==> src/rtl/bus_pkg.sv <==
// Shared definitions for the system-bus arbiter: FSM states, address regions,
// decode bounds and the value returned for unmapped reads.
package bus_pkg;

    typedef enum logic [1:0] {
        BUS_IDLE  = 2'd0,
        BUS_WRITE = 2'd1,
        BUS_READ  = 2'd2,
        BUS_DONE  = 2'd3
    } bus_state_e;

    typedef enum logic [1:0] {
        REG_NONE = 2'd0,
        REG_RAM  = 2'd1,
        REG_ROM  = 2'd2,
        REG_IO   = 2'd3
    } region_e;

    localparam logic [1:0]  ROM_BASE_HI = 2'b11;
    localparam logic [7:0]  IO_PAGE     = 8'h92;
    localparam logic [15:0] RAM_TOP     = 16'h8FFF;
    localparam logic [7:0]  UNMAPPED_RD = 8'hFF;

endpackage

==> src/rtl/bus_decode.sv <==
// Combinational address-to-region decode; ROM wins over IO, IO wins over RAM.
module bus_decode
    import bus_pkg::*;
#(
    parameter int unsigned ADDR_W = 16
) (
    input  logic [ADDR_W-1:0] addr,
    output region_e           region_c
);

    always_comb begin
        region_c = REG_NONE;
        if (addr[ADDR_W-1 -: 2] == ROM_BASE_HI) begin
            region_c = REG_ROM;
        end else if (addr[ADDR_W-1 -: 8] == IO_PAGE) begin
            region_c = REG_IO;
        end else if (addr <= ADDR_W'(RAM_TOP)) begin
            region_c = REG_RAM;
        end
    end

endmodule

==> src/rtl/bus_arbiter.sv <==
// Two-master round-robin bus controller sequencing transfers onto RAM, ROM and
// the 0x92xx I/O window, with read wait states and a one-cycle ready pulse.
module bus_arbiter
    import bus_pkg::*;
#(
    parameter int unsigned ADDR_W  = 16,
    parameter int unsigned DATA_W  = 8,
    parameter int unsigned RD_WAIT = 1
) (
    input  logic              clk,
    input  logic              reset_n,
    input  logic [ADDR_W-1:0] m0_addr,
    input  logic              m0_rd_req,
    input  logic              m0_wr_en,
    input  logic [DATA_W-1:0] m0_wr_data,
    output logic [DATA_W-1:0] m0_rd_data,
    output logic              m0_ready,
    input  logic [ADDR_W-1:0] m1_addr,
    input  logic              m1_rd_req,
    input  logic              m1_wr_en,
    input  logic [DATA_W-1:0] m1_wr_data,
    output logic [DATA_W-1:0] m1_rd_data,
    output logic              m1_ready,
    output logic [ADDR_W-1:0] mem_addr,
    output logic [DATA_W-1:0] mem_wr_data,
    output logic              ram_we,
    output logic              io_we,
    input  logic [DATA_W-1:0] ram_rd_data,
    input  logic [DATA_W-1:0] rom_rd_data,
    input  logic [DATA_W-1:0] io_rd_data
);

    localparam int unsigned CNT_W = 3;

    bus_state_e        state_q, state_d;
    region_e           region_q, region_d;
    region_e           sel_region_c;
    logic              grant_q, grant_d;
    logic              last_grant_q, last_grant_d;
    logic [CNT_W-1:0]  cnt_q, cnt_d;
    logic [ADDR_W-1:0] mem_addr_d;
    logic [DATA_W-1:0] mem_wr_data_d;
    logic [DATA_W-1:0] m0_rd_data_d, m1_rd_data_d;
    logic              m0_ready_d, m1_ready_d;
    logic              ram_we_d, io_we_d;
    logic              req0_c, req1_c, sel_c, sel_wr_c;
    logic [ADDR_W-1:0] sel_addr_c;
    logic [DATA_W-1:0] sel_wr_data_c;
    logic [DATA_W-1:0] rd_mux_c;

    // Request arbitration: a tie goes to the master opposite the last grant.
    assign req0_c        = m0_rd_req | m0_wr_en;
    assign req1_c        = m1_rd_req | m1_wr_en;
    assign sel_c         = (req0_c & req1_c) ? ~last_grant_q : req1_c;
    assign sel_addr_c    = sel_c ? m1_addr    : m0_addr;
    assign sel_wr_data_c = sel_c ? m1_wr_data : m0_wr_data;
    assign sel_wr_c      = sel_c ? m1_wr_en   : m0_wr_en;

    bus_decode #(
        .ADDR_W (ADDR_W)
    ) u_decode (
        .addr     (sel_addr_c),
        .region_c (sel_region_c)
    );

    always_comb begin
        rd_mux_c = DATA_W'(UNMAPPED_RD);
        case (region_q)
            REG_RAM: rd_mux_c = ram_rd_data;
            REG_ROM: rd_mux_c = rom_rd_data;
            REG_IO:  rd_mux_c = io_rd_data;
            default: rd_mux_c = DATA_W'(UNMAPPED_RD);
        endcase
    end

    always_ff @(posedge clk or negedge reset_n) begin
        if (!reset_n) begin
            state_q <= BUS_IDLE;
        end else begin
            state_q <= state_d;
        end
    end

    // Next state and next register values; strobes and ready are one-cycle by default.
    always_comb begin
        state_d       = state_q;
        region_d      = region_q;
        grant_d       = grant_q;
        last_grant_d  = last_grant_q;
        cnt_d         = cnt_q;
        mem_addr_d    = mem_addr;
        mem_wr_data_d = mem_wr_data;
        m0_rd_data_d  = m0_rd_data;
        m1_rd_data_d  = m1_rd_data;
        m0_ready_d    = 1'b0;
        m1_ready_d    = 1'b0;
        ram_we_d      = 1'b0;
        io_we_d       = 1'b0;

        case (state_q)
            BUS_IDLE: begin
                if (req0_c | req1_c) begin
                    grant_d       = sel_c;
                    last_grant_d  = sel_c;
                    mem_addr_d    = sel_addr_c;
                    mem_wr_data_d = sel_wr_data_c;
                    region_d      = sel_region_c;
                    cnt_d         = '0;
                    if (sel_wr_c) begin
                        state_d  = BUS_WRITE;
                        ram_we_d = (sel_region_c == REG_RAM);
                        io_we_d  = (sel_region_c == REG_IO);
                    end else begin
                        state_d = BUS_READ;
                    end
                end
            end
            BUS_WRITE: begin
                state_d    = BUS_DONE;
                m0_ready_d = ~grant_q;
                m1_ready_d = grant_q;
            end
            // One address-launch cycle, then RD_WAIT cycles of slave q latency.
            BUS_READ: begin
                if (cnt_q == CNT_W'(RD_WAIT)) begin
                    state_d    = BUS_DONE;
                    m0_ready_d = ~grant_q;
                    m1_ready_d = grant_q;
                    if (grant_q) begin
                        m1_rd_data_d = rd_mux_c;
                    end else begin
                        m0_rd_data_d = rd_mux_c;
                    end
                end else begin
                    cnt_d = cnt_q + CNT_W'(1);
                end
            end
            BUS_DONE: begin
                state_d = BUS_IDLE;
            end
            default: begin
                state_d = BUS_IDLE;
            end
        endcase
    end

    always_ff @(posedge clk or negedge reset_n) begin
        if (!reset_n) begin
            region_q     <= REG_NONE;
            grant_q      <= 1'b0;
            last_grant_q <= 1'b1;
            cnt_q        <= '0;
            mem_addr     <= '0;
            mem_wr_data  <= '0;
            m0_rd_data   <= '0;
            m1_rd_data   <= '0;
            m0_ready     <= 1'b0;
            m1_ready     <= 1'b0;
            ram_we       <= 1'b0;
            io_we        <= 1'b0;
        end else begin
            region_q     <= region_d;
            grant_q      <= grant_d;
            last_grant_q <= last_grant_d;
            cnt_q        <= cnt_d;
            mem_addr     <= mem_addr_d;
            mem_wr_data  <= mem_wr_data_d;
            m0_rd_data   <= m0_rd_data_d;
            m1_rd_data   <= m1_rd_data_d;
            m0_ready     <= m0_ready_d;
            m1_ready     <= m1_ready_d;
            ram_we       <= ram_we_d;
            io_we        <= io_we_d;
        end
    end

endmodule

==> config.mk <==
export PLATFORM = sky130hd
export DESIGN_NAME = bus_arbiter
export DESIGN_NICKNAME = d
export VERILOG_FILES = /design/src/rtl/bus_pkg.sv /design/src/rtl/bus_decode.sv /design/src/rtl/bus_arbiter.sv
export SDC_FILE = /design/constraint.sdc
export NUM_CORES = 1
export LEC_CHECK = 0
export BUFFER_PORTS_ARGS = -buffer_cell sky130_fd_sc_hd__buf_2
export CORE_MARGIN = 4
export CORE_UTILIZATION = 47
export CTS_CLUSTER_DIAMETER = 200
export CTS_CLUSTER_SIZE = 25
export DETAILED_ROUTE_END_ITERATION = 8
export GPL_TIMING_DRIVEN = 0
export PLACE_DENSITY_LB_ADDON = 0.12
export SETUP_SLACK_MARGIN = 0.15
export SLEW_MARGIN = 20
export SYNTH_ARGS = -nofsm -noshare
export SYNTH_HDL_FRONTEND = slang
export SYNTH_SLANG_ARGS = --single-unit
==> constraint.sdc <==
create_clock -name clk -period 2.3 [get_ports clk]
set_clock_uncertainty 0.1 [all_clocks]
set_input_delay 0 -clock clk [delete_from_list [all_inputs] [get_ports clk]]
set_output_delay 0 -clock clk [all_outputs]
set_load 0.03 [all_outputs]
# --- Yosys cells after proc, flatten, opt, wreduce, memory -nomap -nowiden ---
# Index checks and enable logic that the tools add are counted.
classes:
  add_sub_neg: 1
  n_lt_le_gt_ge: 1
  eq_ne: 14
  n_mux: 25
  bitwise_logic: 6
  n_reduce_logical: 7
ops:
  columns: ["op", "n"]
  rows:
  - ["one-hot mux 8 bit (3 select lines)", 1]
  - ["<= comparator 16 bit (second input constant)", 1]
  - ["two-way mux 16 bit", 1]
  - ["equality test 2 bit (second input constant)", 6]
  - ["two-way mux 1 bit", 11]
  - ["two-way mux 2 bit", 5]
  - ["AND reduction 3 bit", 3]
  - ["equality test 8 bit (second input constant)", 1]
  - ["two-way mux 8 bit", 1]
  - ["one-hot mux 2 bit (4 select lines)", 1]
  - ["equality test 2 x 1 -> 1 bit (second input constant)", 3]
  - ["two-way mux 3 bit", 2]
  - ["!= test 2 bit (second input constant)", 3]
  - ["one-hot mux 3 bit (2 select lines)", 1]
  - ["one-hot mux 1 bit (2 select lines)", 2]
  - ["AND reduction 2 bit", 2]
  - ["adder 3 x 1 -> 3 bit (second input constant)", 1]
  - ["equality test 3 x 1 -> 1 bit (second input constant)", 1]
  - ["bitwise OR 1 bit", 3]
  - ["zero test 2 bit", 1]
  - ["inverter 1 bit", 2]
  - ["nonzero test 2 bit", 1]
  - ["AND 1 bit", 1]
word_totals:
  register_bits: 53
  input_bits: 78
  output_inout_bits: 44
  wordCells: 67

# --- Logic depth before layout (Yosys ltp) ---
depth:
  word_depth: 12
  ltp_mapped: 8
  mapped_depth_nobuf: 6

# --- By module ---
# From an unflattened synthesis, not the netlist that was laid out.
hier_totals:
  hier_cells: 251
  hier_area_um2: 2651.3
modules_own_cells:
  columns: ["module", "instances", "cells_each", "area_each_um2", "seq_area_each_um2"]
  rows:
  - ["bus_arbiter", 1, 245, 2611.3, 1327.5]
  - ["bus_decode", 1, 6, 40.0, 0.0]

# --- Worst setup path before layout ---
# No wires, ideal clock.
synth_timing:
  path_type: "register -> register"
  startpoint: "register cnt_q[0]"
  endpoint: "register m1_rd_data[6]"
  setup_time_ns: 0.136
  arrival_time_ns: 1.403
  required_time_ns: 2.064
  path_slack_ns: 0.661
  path_stages_with_launch: 7
  path_buffers: 2
  period_less_slack_ns: 1.639
  path_cell_list: "dfrtp_1 -> ha_1 -> nor2b_1 -> buf_2 -> nand3_1 -> clkbuf_1 -> o21ai_0"
synth_between:
  elab_chain_len: 2
synth_rtl:
  columns: ["element", "line", "source"]
  rows:
  - ["start: declaration", "bus_arbiter.sv:40", "logic [CNT_W-1:0] cnt_q, cnt_d;"]
  - ["start signal: assignment", "bus_arbiter.sv:165", "cnt_q <= cnt_d;"]
  - ["equality test 3 x 1 -> 1 bit", "bus_arbiter.sv:125", "if (cnt_q == CNT_W'(RD_WAIT)) begin"]
  - ["AND reduction 3 bit (no source line)", null, null]
  - ["end signal: assignment", "bus_arbiter.sv:169", "m1_rd_data <= m1_rd_data_d;"]
  - ["end: declaration", "bus_arbiter.sv:22", "output logic [DATA_W-1:0] m1_rd_data,"]
# No other way between the ends.
# A chain may end at the register's enable or synchronous reset.

# --- Worst setup path in the final report ---
layout_timing:
  startpoint: "register last_grant_q"
  endpoint: "register mem_addr[5]"
layout_between:
  elab_chain_len: 3
layout_rtl:
  columns: ["element", "line", "source"]
  rows:
  - ["start: declaration", "bus_arbiter.sv:39", "logic last_grant_q, last_grant_d;"]
  - ["start signal: assignment", "bus_arbiter.sv:164", "last_grant_q <= last_grant_d;"]
  - ["inverter 1 bit", "bus_arbiter.sv:54", "assign sel_c = (req0_c & req1_c) ? ~last_grant_q : req1_c;"]
  - ["two-way mux 1 bit", "bus_arbiter.sv:54", null]
  - ["two-way mux 16 bit", "bus_arbiter.sv:55", "assign sel_addr_c = sel_c ? m1_addr : m0_addr;"]
  - ["end signal: assignment", "bus_arbiter.sv:166", "mem_addr <= mem_addr_d;"]
  - ["end: declaration", "bus_arbiter.sv:24", "output logic [ADDR_W-1:0] mem_addr,"]
# No other way between the ends.

==> flow_summary.rst <==
.. list-table::
   :header-rows: 1

   * - Metric
     - Value
   * - Insertion delay to the later sink of the worst-skew pair
     - 0.31 ns
   * - Arrival time worst endpoint
     - approximately 2.2 ns
   * - Startpoint-to-endpoint class of the critical path
     - flip-flop to flip-flop
   * - Area growth from synthesis to layout
     - 51.5%
   * - Post-synthesis instance area
     - about 2700 sq um
   * - Placeable Area
     - around 5500 sq um
   * - Final hold violation count
     - 0
   * - Vias in the first global route
     - ~2900
   * - Fin Hold WS
     - around 0.041 ns
   * - Library cell with the largest summed area after synthesis
     - sky130_fd_sc_hd__dfrtp_1
   * - Routed len/inst
     - around 16 microns
   * - Number of clock sinks
     - 53
   * - Number of non-filler instances in the completed layout
     - around 530
   * - Aggregate global routing overflow
     - 0
   * - Max cap viols
     - 0
   * - Share of the yosys chip area belonging to registers
     - between 40 and 50%
   * - CP max-delay cell
     - sky130_fd_sc_hd__dfstp_2
   * - Tot Pwr
     - 5.10 mW
   * - Site row count
     - 27
   * - Main synth FF type
     - sky130_fd_sc_hd__dfrtp_1
   * - Cell breakdown of the critical path
     - o21a_4 > nor2_2 > buf_6 > mux2i_1 > dlygate4sd3_1 > o21ai_0
   * - Via-to-Cell Ratio
     - ~5.2
   * - Chip width
     - around 83 microns
   * - Start point of the worst hold path
     - rom_rd_data[6]
   * - Placed cell count
     - roughly 460
   * - Category of the worst setup path launch point
     - flip-flop
   * - Peak supply drop
     - 0.000707 V
   * - Final setup violation count
     - 0
   * - Diode count
     - 0
   * - Critical Path Max Stage Delay
     - approximately 0.6 ns
   * - 1st-iter DRT viols
     - 130
   * - Cell variety after synth
     - 41
   * - Number of nets with antenna violations after routing
     - 0
   * - Chip Height
     - between 80 and 90 microns
   * - Drt first pass iters
     - 4
   * - Commonest cells in the synthesized netlist
     - sky130_fd_sc_hd__dfrtp_1, sky130_fd_sc_hd__nand2_1, sky130_fd_sc_hd__o21ai_0, sky130_fd_sc_hd__mux2i_1, sky130_fd_sc_hd__nor2_1
   * - Quantity of I/O buffers inserted on ports
     - about 120
   * - Clock root buffer
     - sky130_fd_sc_hd__clkbuf_8
   * - Number of enable-type register cells in the synthesized netlist
     - 0
   * - Clock Tree Buf Depth
     - 2
   * - Area share of the largest cell type after synthesis
     - 48.6%
   * - Wire length after detailed routing
     - about 8300 microns
   * - Share of synthesized registers carrying an async set or reset
     - 100%
   * - Placer Congestion
     - 0.783
   * - Required time reported for the critical path endpoint
     - between 2 and 2.5 ns
   * - Die area
     - approximately 7000 sq um
   * - Final net count
     - about 540
   * - Wire length of the first global-routing pass
     - about 14000 microns
   * - Leading post-synthesis cells by cell area
     - sky130_fd_sc_hd__dfrtp_1, sky130_fd_sc_hd__mux2i_1, sky130_fd_sc_hd__o21ai_0, sky130_fd_sc_hd__nand2_1, sky130_fd_sc_hd__ha_1
   * - P per Cell Area
     - between 1000 and 1500 nW/um^2
   * - Post-DP HPWL
     - ~5300 microns
   * - Tot GR Track Use
     - between 20% and 30%
   * - Classification of the worst-slack hold path
     - primary input to flip-flop
   * - Total Neg Setup Slack
     - 0 ns
   * - DRC violations left
     - 0
   * - Result of the run
     - completed
   * - Yosys warnings
     - 0
   * - Total clock buffers created by CTS
     - 5
   * - Crit share post-route
     - about nine tenths
   * - Worst r2r src
     - last_grant_q
   * - RSZ-0062 raised after global routing
     - false
   * - Post-Syn Nets
     - 351
   * - Largest net degree at the start of global routing
     - 54
   * - Maximum fanout encountered on the critical timing path
     - 10
   * - Number of top-level pins
     - between 100 and 150
   * - Highest attainable clock frequency
     - 0.483 GHz
   * - Pins over their slew limit
     - 0
   * - Number of antenna violations at the first check in global routing
     - 0
   * - Post-synthesis instance total
     - around 270
   * - Transition time at the pin with the least slew margin
     - a little under 0.7 ns
   * - H-tree depth
     - 2
   * - Mean instance size in the synthesized netlist
     - ~10 sq um
   * - Worst max-slew margin expressed relative to the limit
     - between 50% and 60%
   * - Launching element of the worst setup path
     - last_grant_q
   * - Lkg Pwr
     - slightly above 2 nW
   * - Initial core utilization
     - between 40% and 50%
   * - Routed vias
     - approximately 2700
   * - CP endpoint kind
     - flip-flop
   * - Flops & latches, synth
     - between 50 and 60
   * - Final Critical Period
     - 2.07 ns
   * - Layout cell share with drive strength beyond 1
     - approximately a third
   * - Clock tree from TritonCTS
     - yes
   * - Clock slew at the register clock pins of the worst setup and hold paths
     - 0.10 ns
[metrics by stage]
step	instance area, sq um	util [%]	setup slack, ns
final	4060	73.7	0.228
after global routing	4060	73.7	0.150
after CTS	4030	73.2	0.181
after detailed placement	3380	61.3	0.343
after global placement	3370	61.3	0.368
after floorplan	2680	-	0.661
[layout by cell type, fill, tap and decap left out, drive strengths merged]
master,instances
nand3b,1
or2,2
dfstp,1
o211ai,2
mux2i,30
a21o,3
nand3,7
a31oi,2
a2bb2oi,1
buf,132
o21ai,51
a22o,2
nor2,8
dfrtp,52
nor2b,3
nand4b,1
nand4bb,1
a211oi,4
clkinv,2
nor4,5
o2111a,1
or2b,1
o31ai,1
inv,5
o2bb2ai,3
nand2,53
nand2b,3
a21oi,3
clkbuf,10
a31o,1
dlygate4sd3,57
ha,5
o21a,2
or4,1
[routing by layer]
layer	track usage, %	wire length, microns	up-vias
met5	0	0	-
met4	11.8	344	0
met3	5.73	414	28
met2	42.5	4350	91
met1	27.7	3190	1286
li1	-	-	1324
[area by class of cell]
type	instances	area (sq um)
Buffer	13	85.1
Clock buffer	6	72.6
Clock inverter	2	10.0
Fill cell	410	1450
Inverter	5	18.8
Multi-Input combinational cell	197	1260
Sequential cell	53	1330
Tap cell	72	90.1
Timing Repair Buffer	180	1190
[worst paths after layout]
check | slack (ns) | end | cells past startpoint
setup / recovery | 0.23 | mem_addr[5] | 6
hold / removal | 0.04 | m1_rd_data[6] | 5
setup reg to reg | 0.23 | mem_addr[5] | 6
hold reg to reg | 0.37 | m0_ready | 1
max in group asynchronous | 1.49 | mem_addr[9] | 2
min in group asynchronous | 0.15 | mem_addr[10] | 2
[critical path, delay by kind of cell (launching register included)]
kind | cells | cell delay, ns
DFF | 1 | 0.59
and+or+nand+nor | 1 | 0.07
buffers and inverters | 2 | 0.77
muxes | 1 | 0.12
AOI/OAI and AO/OA | 2 | 0.35
[power by group]
| part | internal (mW) | switching (mW) |
|---|---|---|
| combinational | 1.08 | 1.88 |
| sequential | 1.39 | 0.227 |
| clock | 0.212 | 0.312 |
| total | 2.68 | 2.42 |
[flip-flops by register name (all words and copies together) (netlist names)]
register,cells
io_we,1
cnt_q,3
mem_wr_data,8
grant_q,1
ram_we,1
state_q,2
m0_rd_data,8
last_grant_q,1
region_q,2
m1_ready,1
mem_addr,16
m0_ready,1
m1_rd_data,8
[repair_timing]
| action | in CTS | in global routing |
|---|---|---|
| gates resized for setup | 0 | 7 |
| endpoints found under the setup margin | 0 | 16 |
| hold endpoints to repair | 91 | 0 |
| setup buffers | 0 | 2 |
| hold buffers | 57 | 0 |
[cell families (layout without fill, tap and decap cells)]
kind of cell             Yosys count  in the layout  share of synthesized area, %
AND/OR/NAND/NOR                   86             86                          15.8
AO/OA/AOI/OAI                     76             76                          17.3
flip-flops                        53             53                          49.6
multiplexers                      30             30                          11.2
buffers and inverters             18            206                          3.74
adder cells (fa/ha/maj)            5              5                          2.34
Note: power is estimated with default switching activity, not from simulation.
